### src/rtl/simd_mem_loader.sv
// simd_mem_loader: streams a host word sequence into the simd_top instruction and data
// memories, runs the core until it finishes or times out, then streams the data memories back.
`default_nettype none

module simd_mem_loader #(
  parameter int IMEM_DEPTH    = 256,
  parameter int CP_DMEM_DEPTH = 256,
  parameter int PE_DMEM_DEPTH = 256,
  parameter int PE_NUM        = 4,
  parameter int PE_DW         = 16,
  parameter int RUN_TIMEOUT   = 1000000
) (
  input  logic                             rClk,
  input  logic                             rReset,
  input  logic                             iStart,
  input  logic                             iIn_Valid,
  input  logic [31:0]                      iIn_Data,
  output logic                             oIn_Ready,
  output logic                             oOut_Valid,
  output logic [31:0]                      oOut_Data,
  input  logic                             iOut_Ready,
  output logic                             oCore_Reset,
  input  logic                             iTask_Finished,
  output logic                             oIMEM_Valid,
  output logic                             oIMEM_Write_Enable,
  output logic [$clog2(IMEM_DEPTH)-1:0]    oIMEM_Address,
  output logic [63:0]                      oIMEM_Write_Data,
  output logic                             oCP_DMEM_Valid,
  output logic                             oCP_DMEM_Write_Enable,
  output logic [$clog2(CP_DMEM_DEPTH)+1:0] oCP_DMEM_Address,
  output logic [31:0]                      oCP_DMEM_Write_Data,
  input  logic [31:0]                      iCP_DMEM_Read_Data,
  output logic                             oPE_DMEM_Valid,
  output logic                             oPE_DMEM_Write_Enable,
  output logic [$clog2(PE_DMEM_DEPTH)+1:0] oPE_DMEM_Address,
  output logic [PE_NUM*PE_DW-1:0]          oPE_DMEM_Write_Data,
  input  logic [PE_NUM*PE_DW-1:0]          iPE_DMEM_Read_Data,
  output logic                             oBusy,
  output logic                             oDone,
  output logic                             oTimeout,
  output logic [31:0]                      oRun_Cycles
);

  localparam int IA = $clog2(IMEM_DEPTH);
  localparam int CA = $clog2(CP_DMEM_DEPTH);
  localparam int PA = $clog2(PE_DMEM_DEPTH);
  localparam int LW = (PE_NUM > 2) ? $clog2(PE_NUM) : 1;
  localparam int PW = PE_NUM * PE_DW;

  localparam logic [31:0]   IMEM_LAST     = 32'(IMEM_DEPTH - 1);
  localparam logic [31:0]   CP_LAST       = 32'(CP_DMEM_DEPTH - 1);
  localparam logic [31:0]   PE_LAST       = 32'(PE_DMEM_DEPTH - 1);
  localparam logic [31:0]   CP_COUNT      = 32'(CP_DMEM_DEPTH);
  localparam logic [31:0]   PE_COUNT      = 32'(PE_DMEM_DEPTH);
  localparam logic [31:0]   PE_BEATS_LAST = 32'(PE_DMEM_DEPTH * PE_NUM - 1);
  localparam logic [31:0]   TIMEOUT_CYC   = 32'(RUN_TIMEOUT);
  localparam logic [LW-1:0] LANE_LAST     = LW'(PE_NUM - 1);

  typedef enum logic [2:0] {
    IDLE, LD_IMEM, LD_CPD, LD_PED, RUN, DUMP_CP, DUMP_PE
  } state_t;

  state_t          state, state_next;
  logic [31:0]     addr;
  logic [31:0]     emit;
  logic [LW-1:0]   lane;
  logic [31:0]     cp_hold;
  logic [PW-1:0]   pe_word;
  logic [PW-1:0]   pack_word;
  logic [31:0]     lane_word;
  logic [31:0]     run_next;
  logic            rd_issue, rd_s1, rd_s2, buf_full;
  logic            in_fire, out_fire;

  assign oIn_Ready   = (state == LD_IMEM) || (state == LD_CPD) || (state == LD_PED);
  assign oBusy       = (state != IDLE);
  assign oCore_Reset = (state != RUN);
  assign in_fire     = iIn_Valid && oIn_Ready;
  assign out_fire    = oOut_Valid && iOut_Ready;
  assign run_next    = (oRun_Cycles == '1) ? oRun_Cycles : oRun_Cycles + 32'd1;

  always_ff @(posedge rClk) begin
    if (!rReset) state <= IDLE;
    else         state <= state_next;
  end

  always_comb begin
    state_next = state;
    rd_issue   = 1'b0;
    pack_word  = pe_word;
    pack_word[int'(lane)*PE_DW +: PE_DW] = iIn_Data[PE_DW-1:0];
    lane_word  = 32'(pe_word[int'(lane)*PE_DW +: PE_DW]);
    case (state)
      IDLE:    if (iStart) state_next = LD_IMEM;
      LD_IMEM: if (in_fire && lane != '0 && addr == IMEM_LAST) state_next = LD_CPD;
      LD_CPD:  if (in_fire && addr == CP_LAST) state_next = LD_PED;
      LD_PED:  if (in_fire && lane == LANE_LAST && addr == PE_LAST) state_next = RUN;
      RUN:     if (iTask_Finished || run_next >= TIMEOUT_CYC) state_next = DUMP_CP;
      DUMP_CP: begin
        // Single read in flight, and only when the output slot is free by the time it returns.
        rd_issue = (addr < CP_COUNT) && !rd_s1 && !rd_s2 && (!oOut_Valid || out_fire);
        if (out_fire && emit == CP_LAST) state_next = DUMP_PE;
      end
      DUMP_PE: begin
        rd_issue = (addr < PE_COUNT) && !rd_s1 && !rd_s2 && !buf_full && !oOut_Valid;
        if (out_fire && emit == PE_BEATS_LAST) state_next = IDLE;
      end
      default: state_next = IDLE;
    endcase
  end

  always_ff @(posedge rClk) begin
    if (!rReset) begin
      addr <= '0; emit <= '0; lane <= '0; cp_hold <= '0; pe_word <= '0;
      rd_s1 <= 1'b0; rd_s2 <= 1'b0; buf_full <= 1'b0;
      oOut_Valid <= 1'b0; oOut_Data <= '0;
      oIMEM_Valid <= 1'b0; oIMEM_Write_Enable <= 1'b0; oIMEM_Address <= '0; oIMEM_Write_Data <= '0;
      oCP_DMEM_Valid <= 1'b0; oCP_DMEM_Write_Enable <= 1'b0; oCP_DMEM_Address <= '0;
      oCP_DMEM_Write_Data <= '0;
      oPE_DMEM_Valid <= 1'b0; oPE_DMEM_Write_Enable <= 1'b0; oPE_DMEM_Address <= '0;
      oPE_DMEM_Write_Data <= '0;
      oDone <= 1'b0; oTimeout <= 1'b0; oRun_Cycles <= '0;
    end else begin
      oIMEM_Valid <= 1'b0; oIMEM_Write_Enable <= 1'b0;
      oCP_DMEM_Valid <= 1'b0; oCP_DMEM_Write_Enable <= 1'b0;
      oPE_DMEM_Valid <= 1'b0; oPE_DMEM_Write_Enable <= 1'b0;
      oDone <= 1'b0;
      rd_s1 <= rd_issue;
      rd_s2 <= rd_s1;
      case (state)
        IDLE: if (iStart) begin
          addr <= '0; emit <= '0; lane <= '0;
          oRun_Cycles <= '0; oTimeout <= 1'b0;
        end
        LD_IMEM: if (in_fire) begin
          if (lane == '0) begin
            cp_hold <= iIn_Data;
            lane    <= LW'(1);
          end else begin
            oIMEM_Valid <= 1'b1; oIMEM_Write_Enable <= 1'b1;
            oIMEM_Address    <= addr[IA-1:0];
            oIMEM_Write_Data <= {iIn_Data, cp_hold};
            lane <= '0;
            addr <= (addr == IMEM_LAST) ? 32'd0 : addr + 32'd1;
          end
        end
        LD_CPD: if (in_fire) begin
          oCP_DMEM_Valid <= 1'b1; oCP_DMEM_Write_Enable <= 1'b1;
          oCP_DMEM_Address    <= {addr[CA-1:0], 2'b00};
          oCP_DMEM_Write_Data <= iIn_Data;
          addr <= (addr == CP_LAST) ? 32'd0 : addr + 32'd1;
        end
        LD_PED: if (in_fire) begin
          pe_word <= pack_word;
          if (lane == LANE_LAST) begin
            oPE_DMEM_Valid <= 1'b1; oPE_DMEM_Write_Enable <= 1'b1;
            oPE_DMEM_Address    <= {addr[PA-1:0], 2'b00};
            oPE_DMEM_Write_Data <= pack_word;
            lane <= '0;
            addr <= (addr == PE_LAST) ? 32'd0 : addr + 32'd1;
          end else begin
            lane <= lane + LW'(1);
          end
        end
        RUN: begin
          oRun_Cycles <= run_next;
          if (!iTask_Finished && run_next >= TIMEOUT_CYC) oTimeout <= 1'b1;
        end
        DUMP_CP: begin
          if (rd_issue) begin
            oCP_DMEM_Valid   <= 1'b1;
            oCP_DMEM_Address <= {addr[CA-1:0], 2'b00};
            addr <= addr + 32'd1;
          end
          if (rd_s2) begin
            oOut_Valid <= 1'b1;
            oOut_Data  <= iCP_DMEM_Read_Data;
          end else if (out_fire) begin
            oOut_Valid <= 1'b0;
          end
          if (out_fire) begin
            emit <= emit + 32'd1;
            if (emit == CP_LAST) begin
              emit <= '0;
              addr <= '0;
            end
          end
        end
        DUMP_PE: begin
          if (rd_issue) begin
            oPE_DMEM_Valid   <= 1'b1;
            oPE_DMEM_Address <= {addr[PA-1:0], 2'b00};
            addr <= addr + 32'd1;
          end
          // Read word parks in pe_word; lanes are handed to the output slot one by one.
          if (rd_s2) begin
            pe_word  <= iPE_DMEM_Read_Data;
            buf_full <= 1'b1;
            lane     <= '0;
          end else if (buf_full && (!oOut_Valid || out_fire)) begin
            oOut_Valid <= 1'b1;
            oOut_Data  <= lane_word;
            if (lane == LANE_LAST) begin
              lane     <= '0;
              buf_full <= 1'b0;
            end else begin
              lane <= lane + LW'(1);
            end
          end else if (out_fire) begin
            oOut_Valid <= 1'b0;
          end
          if (out_fire) begin
            emit <= emit + 32'd1;
            if (emit == PE_BEATS_LAST) begin
              oDone <= 1'b1;
              emit  <= '0;
              addr  <= '0;
            end
          end
        end
        default: ;
      endcase
    end
  end

endmodule

`default_nettype wire

### config.mk
export PLATFORM = sky130hd
export DESIGN_NAME = simd_mem_loader
export DESIGN_NICKNAME = d
export VERILOG_FILES = /design/src/rtl/simd_mem_loader.sv
export SDC_FILE = /design/constraint.sdc
export NUM_CORES = 1
export LEC_CHECK = 0
export ABC_AREA = 1
export CORE_MARGIN = 5
export CORE_UTILIZATION = 35
export CTS_CLUSTER_SIZE = 14
export DETAILED_ROUTE_END_ITERATION = 7
export GPL_TIMING_DRIVEN = 0
export MAX_ROUTING_LAYER = met4
export REMOVE_ABC_BUFFERS = 1
export SLEW_MARGIN = 30
export SYNTH_ARGS = -nofsm -noshare
export SYNTH_HDL_FRONTEND = slang
export SYNTH_SLANG_ARGS = --single-unit
export TNS_END_PERCENT = 50
### constraint.sdc
create_clock -name rClk -period 3.1 [get_ports rClk]
set_input_delay 0.62 -clock rClk [delete_from_list [all_inputs] [get_ports rClk]]
set_output_delay 0.62 -clock rClk [all_outputs]
set_load 0.02 [all_outputs]
# [Yosys cells after proc, flatten, opt, wreduce, memory -nomap -nowiden]
# Cells that the tools add are included.
[op_classes] mux=70 n_addsub=5 shifts=3 n_reduce_logical=58 order_cmp=2 bitwise=1 n_eq_ne=34
[ops] cell="two-way mux 32 bit" n=20
[ops] cell="case mux 32 bit (6 select lines)" n=1
[ops] cell="two-way mux 64 bit" n=2
[ops] cell="case mux 32 bit (2 select lines)" n=2
[ops] cell="case mux 64 bit (2 select lines)" n=1
[ops] cell="adder 32 x 1 -> 32 bit (second input constant)" n=3
[ops] cell="case mux 32 bit (3 select lines)" n=1
[ops] cell="bitwise mux 64 bit" n=1
[ops] cell="equality test 32 x 8 -> 1 bit (second input constant)" n=2
[ops] cell="variable shift 16 x 33 -> 64 bit (first input constant)" n=1
[ops] cell="indexed part select 16 x 33 -> 64 bit" n=1
[ops] cell="indexed part select 64 x 7 -> 16 bit" n=1
[ops] cell="two-way mux 10 bit" n=4
[ops] cell="case mux 10 bit (2 select lines)" n=2
[ops] cell="inequality test 2 bit (second input constant)" n=17
[ops] cell="negation 6 -> 33 bit" n=1
[ops] cell="equality test 32 x 10 -> 1 bit (second input constant)" n=1
[ops] cell="equality test 32 bit (second input constant)" n=1
[ops] cell="greater-or-equal comparator 32 x 20 -> 1 bit (second input constant)" n=1
[ops] cell="< comparator 32 x 9 -> 1 bit (second input constant)" n=1
[ops] cell="AND reduction 3 bit" n=9
[ops] cell="two-way mux 3 bit" n=7
[ops] cell="case mux 3 bit (7 select lines)" n=1
[ops] cell="logical AND 1 bit" n=16
[ops] cell="other kinds (24)" n=76
[word_totals] wordCells=198 inputBits=134 output_inout_bits=264 register_bits=428

# [Logic depth before layout (Yosys ltp)]
# Gate-level depths: netlist of the first run.
[depth] ltp_word=10 ltp_mapped=18 mapped_depth_nobuf=18

# [Worst setup path before layout of the first run]
# No wires, ideal clock.
[synth_path] path_type="register to register" startpoint="register lane[0]" endpoint="register addr[19]" n_path_buf=4 setup_slack_ns=0.332 stages_incl_launch_ff=16 synth_period_minus_slack_ns=2.768 arrival_ns=2.653 setup_ns=0.115 required_ns=2.985 path_cell_list="dfxtp_1 inv_1 clkbuf_1 clkbuf_1 ha_1 clkbuf_1 clkinv_1 nor2_1 inv_2 nand2_1 nor4_4 inv_2 clkbuf_1 o21ai_1 nand2_1 nor2_1"
[synth_between] elab_chain_len=3 elab_cells_between_ends=5 classes_between="eq/ne (3); reduce/logical (2)"
[synth_lines] item="start, declared" line="66" source="logic [LW-1:0] lane;"
[synth_lines] item="start signal, assigned" line="162" source="lane <= lane + LW'(1);"
[synth_lines] item="start signal, assigned" line="207" source="lane <= lane + LW'(1);"
[synth_lines] item="equality test 2 bit or logical NOT 2 bit (tied branches)" line="155, 136"
[synth_lines] item="inequality test 2 x 1 -> 1 bit (no source line) or inequality test 2 bit (tied branches)"
[synth_lines] item="AND reduction 7 bit (no source line) (*)"
[synth_lines] item="end signal, assigned" line="151" source="addr <= (addr == CP_LAST) ? 32'd0 : addr + 32'd1;"
[synth_lines] item="end signal, assigned" line="160" source="addr <= (addr == PE_LAST) ? 32'd0 : addr + 32'd1;"
[synth_lines] item="end signal, assigned" line="173" source="addr <= addr + 32'd1;"
[synth_lines] item="end, declared" line="64" source="logic [31:0] addr;"
# Every way passes the cells marked *; elsewhere a longest branch is shown, timed or not.
# A chain may end at the register's enable or synchronous reset.

# [Worst setup path after layout of the first run]
[layout_path] startpoint="register lane[1]" endpoint="register pe_word[31]"
[layout_between] elab_chain_len=5 elab_cells_between_ends=6 classes_between="add/sub (1); shift (2); mux (3)"
[layout_lines] item="negation 6 -> 33 bit (*)" line="91" source="pack_word[int'(lane)*PE_DW +: PE_DW] = iIn_Data[PE_DW-1:0];"
[layout_lines] item="indexed part select 16 x 33 -> 64 bit or variable shift 16 x 33 -> 64 bit (tied branches)" line="91"
[layout_lines] item="bitwise mux 64 bit (*)" line="91"
[layout_lines] item="two-way mux 64 bit (*)" line="153" source="LD_PED: if (in_fire) begin"
[layout_lines] item="case mux 64 bit (2 select lines) (*)" line="130" source="case (state)"
[layout_lines] item="end signal, assigned" line="154" source="pe_word <= pack_word;"
[layout_lines] item="end signal, assigned" line="197" source="pe_word <= iPE_DMEM_Read_Data;"
[layout_lines] item="end, declared" line="68" source="logic [PW-1:0] pe_word;"
# Every way passes the cells marked *; elsewhere a longest branch is shown, timed or not. The select of a mux whose other input is x is not followed.

==> summary.md, run 1 <==
| Metric | Value |
|---|---|
| First-pass GRT wire length | 118000 um |
| Cells on Worst Hold Path | 3 |
| Clock power frac | 33.9% |
| CP max stage delay | 0.78 ns |
| Sequential power share | 32.8% |
| Starting Density | 35.4% |
| Internal | 11.7 mW |
| Static Leak | 9.90 nW |
| Max-capacitance violation count | 0 |
| Remaining DRCs | 0 |
| Status | finished clean |
| DIE WIDTH | 251 um |
| Period utilisation layout | 94.8% |
| Seq. cell area | 0.00850 mm2 |
| CP Capture Type | register |
| ANT nets after route | 0 |
| Fin. Hold Viols | 0 |
| Worst R2R Start | lane[1] |
| R2R Path End | pe_word[31] |
| Number of instances in the placed design | 3977 |
| Detailed-route wire length | 77700 um |
| Register area share after synthesis | 41.6% |
| Clock transition at path regs | 0.06 ns |
| Fill cells | 5906 |
| Design area | 0.0273 mm2 |
| Area of the multi-input gates | 0.0105 mm2 |
| Site Rows | 88 |
| Hold_sp | rReset |
| Total gr overflow | 0 |
| Placement Cell Area | 0.0252 mm2 |
| P_sw | 7.05 mW |
| Cts bufs inserted | 50 |
| Number of synthesized register bits | 424 |
| Worst-Margin Slew | 1.01 ns |
| Die Y | 251 um |
| Non-Filler Instances | 4101 |
| Critical path peak fanout | 17 |
| Fin nets | 3431 |
| Hold-fix buffers, CTS | 0 |
| Switching power share of the total | 37.6% |
| Logic pwr share | 33.3% |
| Initial antenna violation count | 6 |
| Rel. slew slack | 32.6% |
| Dominant synthesized flop cell | dfxtp_1 |
| Total track usage | 23.7% |
| Synth async-reset ratio | 0% |
| RePlAce Congestion | 0.894 |
| Clock Sinks | 424 |
| Critical path type | reg -> reg |
| CP max stage cell | nand2_1 |
| Maximum clock rate | 340 MHz |
| Most used cell along the critical path | nand2_1 |
| Critical Path RT | 3.64 ns |
| Place WS | -1.86 ns |
| Critical path startpoint category | register |
| Max clock buf depth | 3 |
| Vias per cell | 5.23 |
| Syn avg cell area | 6.82 um2 |
| Hold EP | oPE_DMEM_Write_Data[48] |
| Skew-Pair Late Insertion Delay | 0.62 ns |
| CTS H-Tree Depth | 2 |
| Worst hold path type | in -> reg |
| Vias in the first global route | 19700 |
| Core area | 0.0577 mm2 |
| Worst path cell trace | clkinv_4, ha_2, nand2_1, o32ai_1, nand2_1, a31oi_1 |
| Max-slew violations | 0 |
| First-pass detailed-route iteration total | 5 |
| Maximum vdd drop | 541 uV |
| Crit path arrival time | 3.48 ns |
| Post-route worst setup slack | 0.163 ns |
| Skew final | 0.0296 ns |
| Die ar. | 0.0632 mm2 |
| Synth Cell Area | 0.0204 mm2 |
| Drt wl/cell | 18.9 um |
| Area growth from synthesis to layout | 33.7% |
| IO Pins | 398 |
| Power Dens Cells | 687 mW/mm2 |
| Port bufs | 393 |
| Cells after Synth | 2989 |
| Vias | 21500 |
| Setup Viol. Count Final | 0 |
| Detailed router's first-iteration violation count | 1798 |
| CTS tree | yes |
| R2R depth | 6 |
| Synth cell types | 55 |
| Layout cells sized above 1 | 7.39% |
| HPWL after detailed placement | 51800 um |
| Crit path time final | 2.94 ns |
| Yosys Warn Count | 0 |
| Root Driver | clkbuf_16 |
| Largest net degree at the start of global routing | 107 |
| R2r setup slk | 0.16 ns |
| Post-synth EDFFs | 0 |
| Pwr Total | 18.7 mW |
-- flip-flops by register name, summed over array words and instances, names as in the netlist, 32 cells and up --
name and cells:
pe_word 64, oRun_Cycles 32, oPE_DMEM_Write_Data 64, cp_hold 32, oOut_Data 32, oCP_DMEM_Write_Data 32, oIMEM_Write_Data 64, addr 32
emit 32
-- layout make-up --
type	count	area share (%)
multi-input cells	2178	38.5
flip-flops and latches	424	31.2
repair buffers	446	17.5
clock buffers	66	5.21
well taps	765	3.51
inverters	188	2.75
clock inverters	28	1.34
diodes	6	0.0551
-- synthesized netlist by cell type, types with 2 or more instances --
library cell / n / area [um2]
nand2_1: 596 / 2240
nor2_1: 493 / 1850
dfxtp_1: 424 / 8490
o21ai_0: 362 / 1810
a21oi_1: 203 / 1020
inv_1: 164 / 616
clkbuf_1: 162 / 608
nand3_1: 129 / 646
a31oi_1: 67 / 419
nand4_1: 44 / 275
nor3_1: 31 / 155
o211ai_1: 26 / 195
o21ai_1: 23 / 115
a211oi_1: 21 / 158
inv_2: 19 / 71.3
nor4_1: 17 / 106
buf_2: 16 / 80.1
o22ai_1: 16 / 100
xor2_1: 16 / 140
buf_1: 12 / 45.0
nand2_2: 12 / 75.1
nor2_2: 12 / 75.1
nor2_4: 11 / 124
o221ai_1: 11 / 96.3
buf_4: 10 / 75.1
xnor2_1: 10 / 87.6
a221oi_1: 9 / 78.8
ha_1: 9 / 113
nor3_2: 9 / 90.1
clkinv_1: 5 / 18.8
nand3_2: 4 / 40.0
nor3b_1: 4 / 30.0
o21a_1: 4 / 30.0
o21bai_1: 4 / 30.0
a32o_1: 3 / 30.0
a32oi_1: 3 / 26.3
and3_1: 3 / 18.8
buf_6: 3 / 33.8
nand3b_1: 3 / 22.5
o31ai_1: 2 / 15.0
or2_2: 2 / 12.5
or3_1: 2 / 12.5
-- per-stage QoR --
stage	hold WS, ns	TNS [ns]	utilization (%)
finish	0.456	0	47.3
global route	0.446	-0.000776	47.3
CTS	0.424	0	46.9
detailed placement	0.445	-276.60	43.6
global placement	0.432	-3321.30	42.4
floorplan	0.418	-392.48	-
-- worst max path at each step --
stage	from	endpoint	slack (ns)	cells after the start
2_1_floorplan	lane[0]	oIMEM_Address[1]	-2.46	8
3_3_place_gp	rReset	oDone	-11.76	3
3_5_place_dp	lane[0]	addr[19]	-1.86	12
4_1_cts	state[1]	oPE_DMEM_Address[4]	0.02	12
5_1_grt	state[0]	addr[10]	-0.0008	17
6_report	lane[1]	pe_word[31]	0.16	6
-- cells in the final DEF (no fill, tap or decap), types with 10 or more instances in the layout --
cell type | netlist | final
buf_4 | 10 | 21
clkbuf_8 | 0 | 11
nor3_1 | 31 | 31
a211oi_1 | 21 | 21
a21oi_1 | 203 | 203
o221ai_1 | 11 | 11
xnor2_1 | 10 | 10
nor4_1 | 17 | 17
a31oi_1 | 67 | 67
inv_1 | 164 | 160
dfxtp_1 | 424 | 421
nand4_1 | 44 | 44
buf_16 | 0 | 19
o211ai_1 | 26 | 26
o22ai_1 | 16 | 16
nand2_1 | 596 | 590
nor2_1 | 493 | 489
nor2_2 | 12 | 12
clkdlybuf4s50_1 | 0 | 391
clkbuf_16 | 0 | 50
o21ai_1 | 23 | 21
o21ai_0 | 362 | 362
nor2_4 | 11 | 16
nand2_2 | 12 | 14
nand3_1 | 129 | 129
inv_2 | 19 | 15
clkinv_2 | 0 | 11
xor2_1 | 16 | 16
-- timing repair --
action                     CTS  global route
setup endpoints to repair  273            88
pin swaps                    2             4
gates resized for setup     15             7
buffers inserted             7            16
cloned                       0             1
-- layer usage --
layer	track usage (%)	vias to the layer above	share of wire (%)	wire, um
met4	7.28	0	2.9	2240
met3	4.17	119	6.9	5360
li1	-	10600	-	-
met2	36.5	766	46	35500
met5	-	-	0	0
met1	31.9	9968	44	34600
-- critical path: cells and delay by family, from the launching register on --
kind	cells	cell delay, ns
AND/OR/NAND/NOR	2	0.88
AO/OA/AOI/OAI	2	0.76
buffers and inverters	1	0.17
flip-flops	1	0.45
adder cells (fa/ha/maj)	1	0.60
-- power by group through the flow --
stage          logic (mW)  clock network (mW)  registers, mW
4_1_cts              5.76                6.48           6.19
2_1_floorplan        2.76                   0           6.48
5_1_grt              6.72                6.72           6.20
3_3_place_gp         5.20                   0           6.35
3_5_place_dp         5.48                   0           6.37
6_report             6.24                6.35           6.15
-- logic make-up (layout without fill, tap and decap cells) --
group                      Yosys count  count (layout)  synth area share, %
adders and majority gates            9               9                0.552
other                                1              10               0.0184
xor gates and xnor gates            26              26                 1.12
AOI/OAI and AO/OA                  760             760                 20.5
and+or+nand+nor                   1378            1379                 28.6
buffers and inverters              391             728                 7.59
DFF                                424             424                 41.6
No activity file was read; power rests on OpenSTA's default activity.
==> run 2: changes to the inputs <==
DONT_BUFFER_PORTS = 1   (was unset)
PLACE_DENSITY = 0.54   (was unset)
==> summary.md, run 2 (synthesis gave the netlist of run 1 again) <==
| Metric | Value |
|---|---|
| Status | finished clean |
| Critical path peak fanout | 44 |
| P_sw | 6.82 mW |
| Layout cells sized above 1 | 8.01% |
| Starting Density | 35.4% |
| Critical Path RT | 3.57 ns |
| Max-slew violations | 0 |
| Post-route worst setup slack | 0.145 ns |
| Biggest regs | oIMEM_Write_Data x64, oPE_DMEM_Write_Data x64, pe_word x64 |
| Setup Viol. Count Final | 0 |
| Worst hold path type | in -> reg |
| Vias per cell | 5.50 |
| Worst-Margin Slew | 0.819 ns |
| Vias | 20300 |
| Detailed router's first-iteration violation count | 1864 |
| ANT nets after route | 0 |
| Sequential power share | 36.2% |
| Core area | 0.0577 mm2 |
| Crit path arrival time | 3.42 ns |
| Commonest non-fill, non-tap cell in the layout | nand2_1 |
| Logic pwr share | 28.5% |
| Root Driver | clkbuf_16 |
| Hold_ws | 0.153 ns |
| Most frequent cells in the layout | nand2_1 (589), nor2_1 (488), dfxtp_1 (419) |
| IO Pins | 398 |
| Clock transition at path regs | 0.07 ns |
| Site Rows | 88 |
| RePlAce Congestion | 0.900 |
| Area growth from synthesis to layout | 13.7% |
| Crit path time final | 2.96 ns |
| Drt wl/cell | 20.7 um |
| R2r setup slk | 0.14 ns |
| Detailed-route wire length | 76600 um |
| Largest net degree at the start of global routing | 276 |
| Die Y | 251 um |
| Maximum clock rate | 338 MHz |
| Setup_tns | 0 ns |
| Critical path type | reg -> reg |
| Place WS | -1.89 ns |
| Fin. Hold Viols | 0 |
| Skew final | 0.0302 ns |
| Total gr overflow | 0 |
| CP Capture Type | register |
| Non-Filler Instances | 3692 |
| Vias in the first global route | 18900 |
| Cts bufs inserted | 49 |
| Total track usage | 23.3% |
| Static Leak | 8.43 nW |
| Skew-Pair Late Insertion Delay | 0.60 ns |
| CTS tree | yes |
| Power Dens Cells | 774 mW/mm2 |
| DIE WIDTH | 251 um |
| Number of instances in the placed design | 3580 |
| HPWL after detailed placement | 51100 um |
| Die ar. | 0.0632 mm2 |
| CTS H-Tree Depth | 2 |
| Internal | 11.1 mW |
| Period utilisation layout | 95.3% |
| Initial antenna violation count | 6 |
| Maximum vdd drop | 412 uV |
| Rel. slew slack | 45.4% |
| Max-capacitance violation count | 0 |
| RSZ-0062 raised after global routing | no |
| First-pass GRT wire length | 115000 um |
| Clock Sinks | 424 |
| Fin nets | 3024 |
| Port bufs | 0 |
| First-pass detailed-route iteration total | 8 |
| Clock power frac | 35.3% |
| Remaining DRCs | 0 |
| Max clock buf depth | 3 |
| Fill cells | 6038 |
| Critical path startpoint category | register |
| Switching power share of the total | 38.0% |
run 2: changes by cell type in the layout (fill, tap and decap cells not counted), sizes merged:
cell	change
clkdlybuf4s50	-391
buf	-15
bufinv	+2
clkbuf	-2
clkinv	-2
clkinvlp	-2
inv	+2
nor2	-1
run 2: layer usage:
layer | track usage, % | part of all wire (%) | vias up
li1 | - | - | 9786
met1 | 30.7 | 44 | 9634
met2 | 35.8 | 45 | 764
met3 | 5.21 | 7.8 | 131
met4 | 7.73 | 3.2 | 0
met5 | - | 0 | -
run 2: path summary, 6_finish.rpt:
path,startpoint,endpoint,cells after the start
worst min register to register,rd_s1,rd_s2,2
worst min-delay path,iIn_Data[4],oIMEM_Write_Data[36],2
worst max-delay path,lane[0],oIMEM_Write_Data[30],10
worst max register to register,lane[0],oIMEM_Write_Data[30],10
run 2: final cells by class:
| type | instances | area, um2 | area share, % |
|---|---|---|---|
| multi-input cells | 2177 | 10500 | 45.3 |
| flip-flops and latches | 424 | 8500 | 36.7 |
| clock buffers | 63 | 1380 | 5.95 |
| well taps | 765 | 957 | 4.13 |
| inverters | 188 | 746 | 3.22 |
| repair buffers | 41 | 688 | 2.97 |
| clock inverters | 28 | 390 | 1.68 |
| diodes | 6 | 15.0 | 0.0647 |
run 2: power by group through the flow:
stage / combinational [mW] / sequential [mW] / clock (mW)
2_1_floorplan: 2.76 / 6.48 / 0
5_1_grt: 5.54 / 6.54 / 6.71
3_5_place_dp: 4.50 / 6.69 / 0
4_1_cts: 4.80 / 6.51 / 6.49
6_report: 5.11 / 6.50 / 6.35
3_3_place_gp: 4.16 / 6.66 / 0
run 2: critical path: stages, from the launching register on:
cell and delay [ns]:
dfxtp_4 0.55, inv_4 0.23, ha_4 0.35, inv_8 0.27, nand2_1 0.17, nor2_4 0.33
buf_8 0.21, inv_4 0.16, buf_12 0.23, nor2_1 0.18, nor2_1 0.07
run 2: metrics by stage:
| stage | instance area, um2 | utilization (%) | power [mW] |
|---|---|---|---|
| floorplan | 19600 | - | 9.24 |
| global placement | 20500 | 35.6 | 10.8 |
| detailed placement | 21100 | 36.6 | 11.2 |
| CTS | 23100 | 40.0 | 17.8 |
| global route | 23200 | 40.2 | 18.8 |
| finish | 23200 | 40.2 | 18.0 |
run 2: timing repair:
| action | in CTS | in global routing |
|---|---|---|
| buffers inserted | 9 | 6 |
| setup endpoints to repair | 281 | 96 |
| resized for setup | 15 | 11 |
| hold buffers | 0 | 0 |
| pin swaps | 3 | 2 |
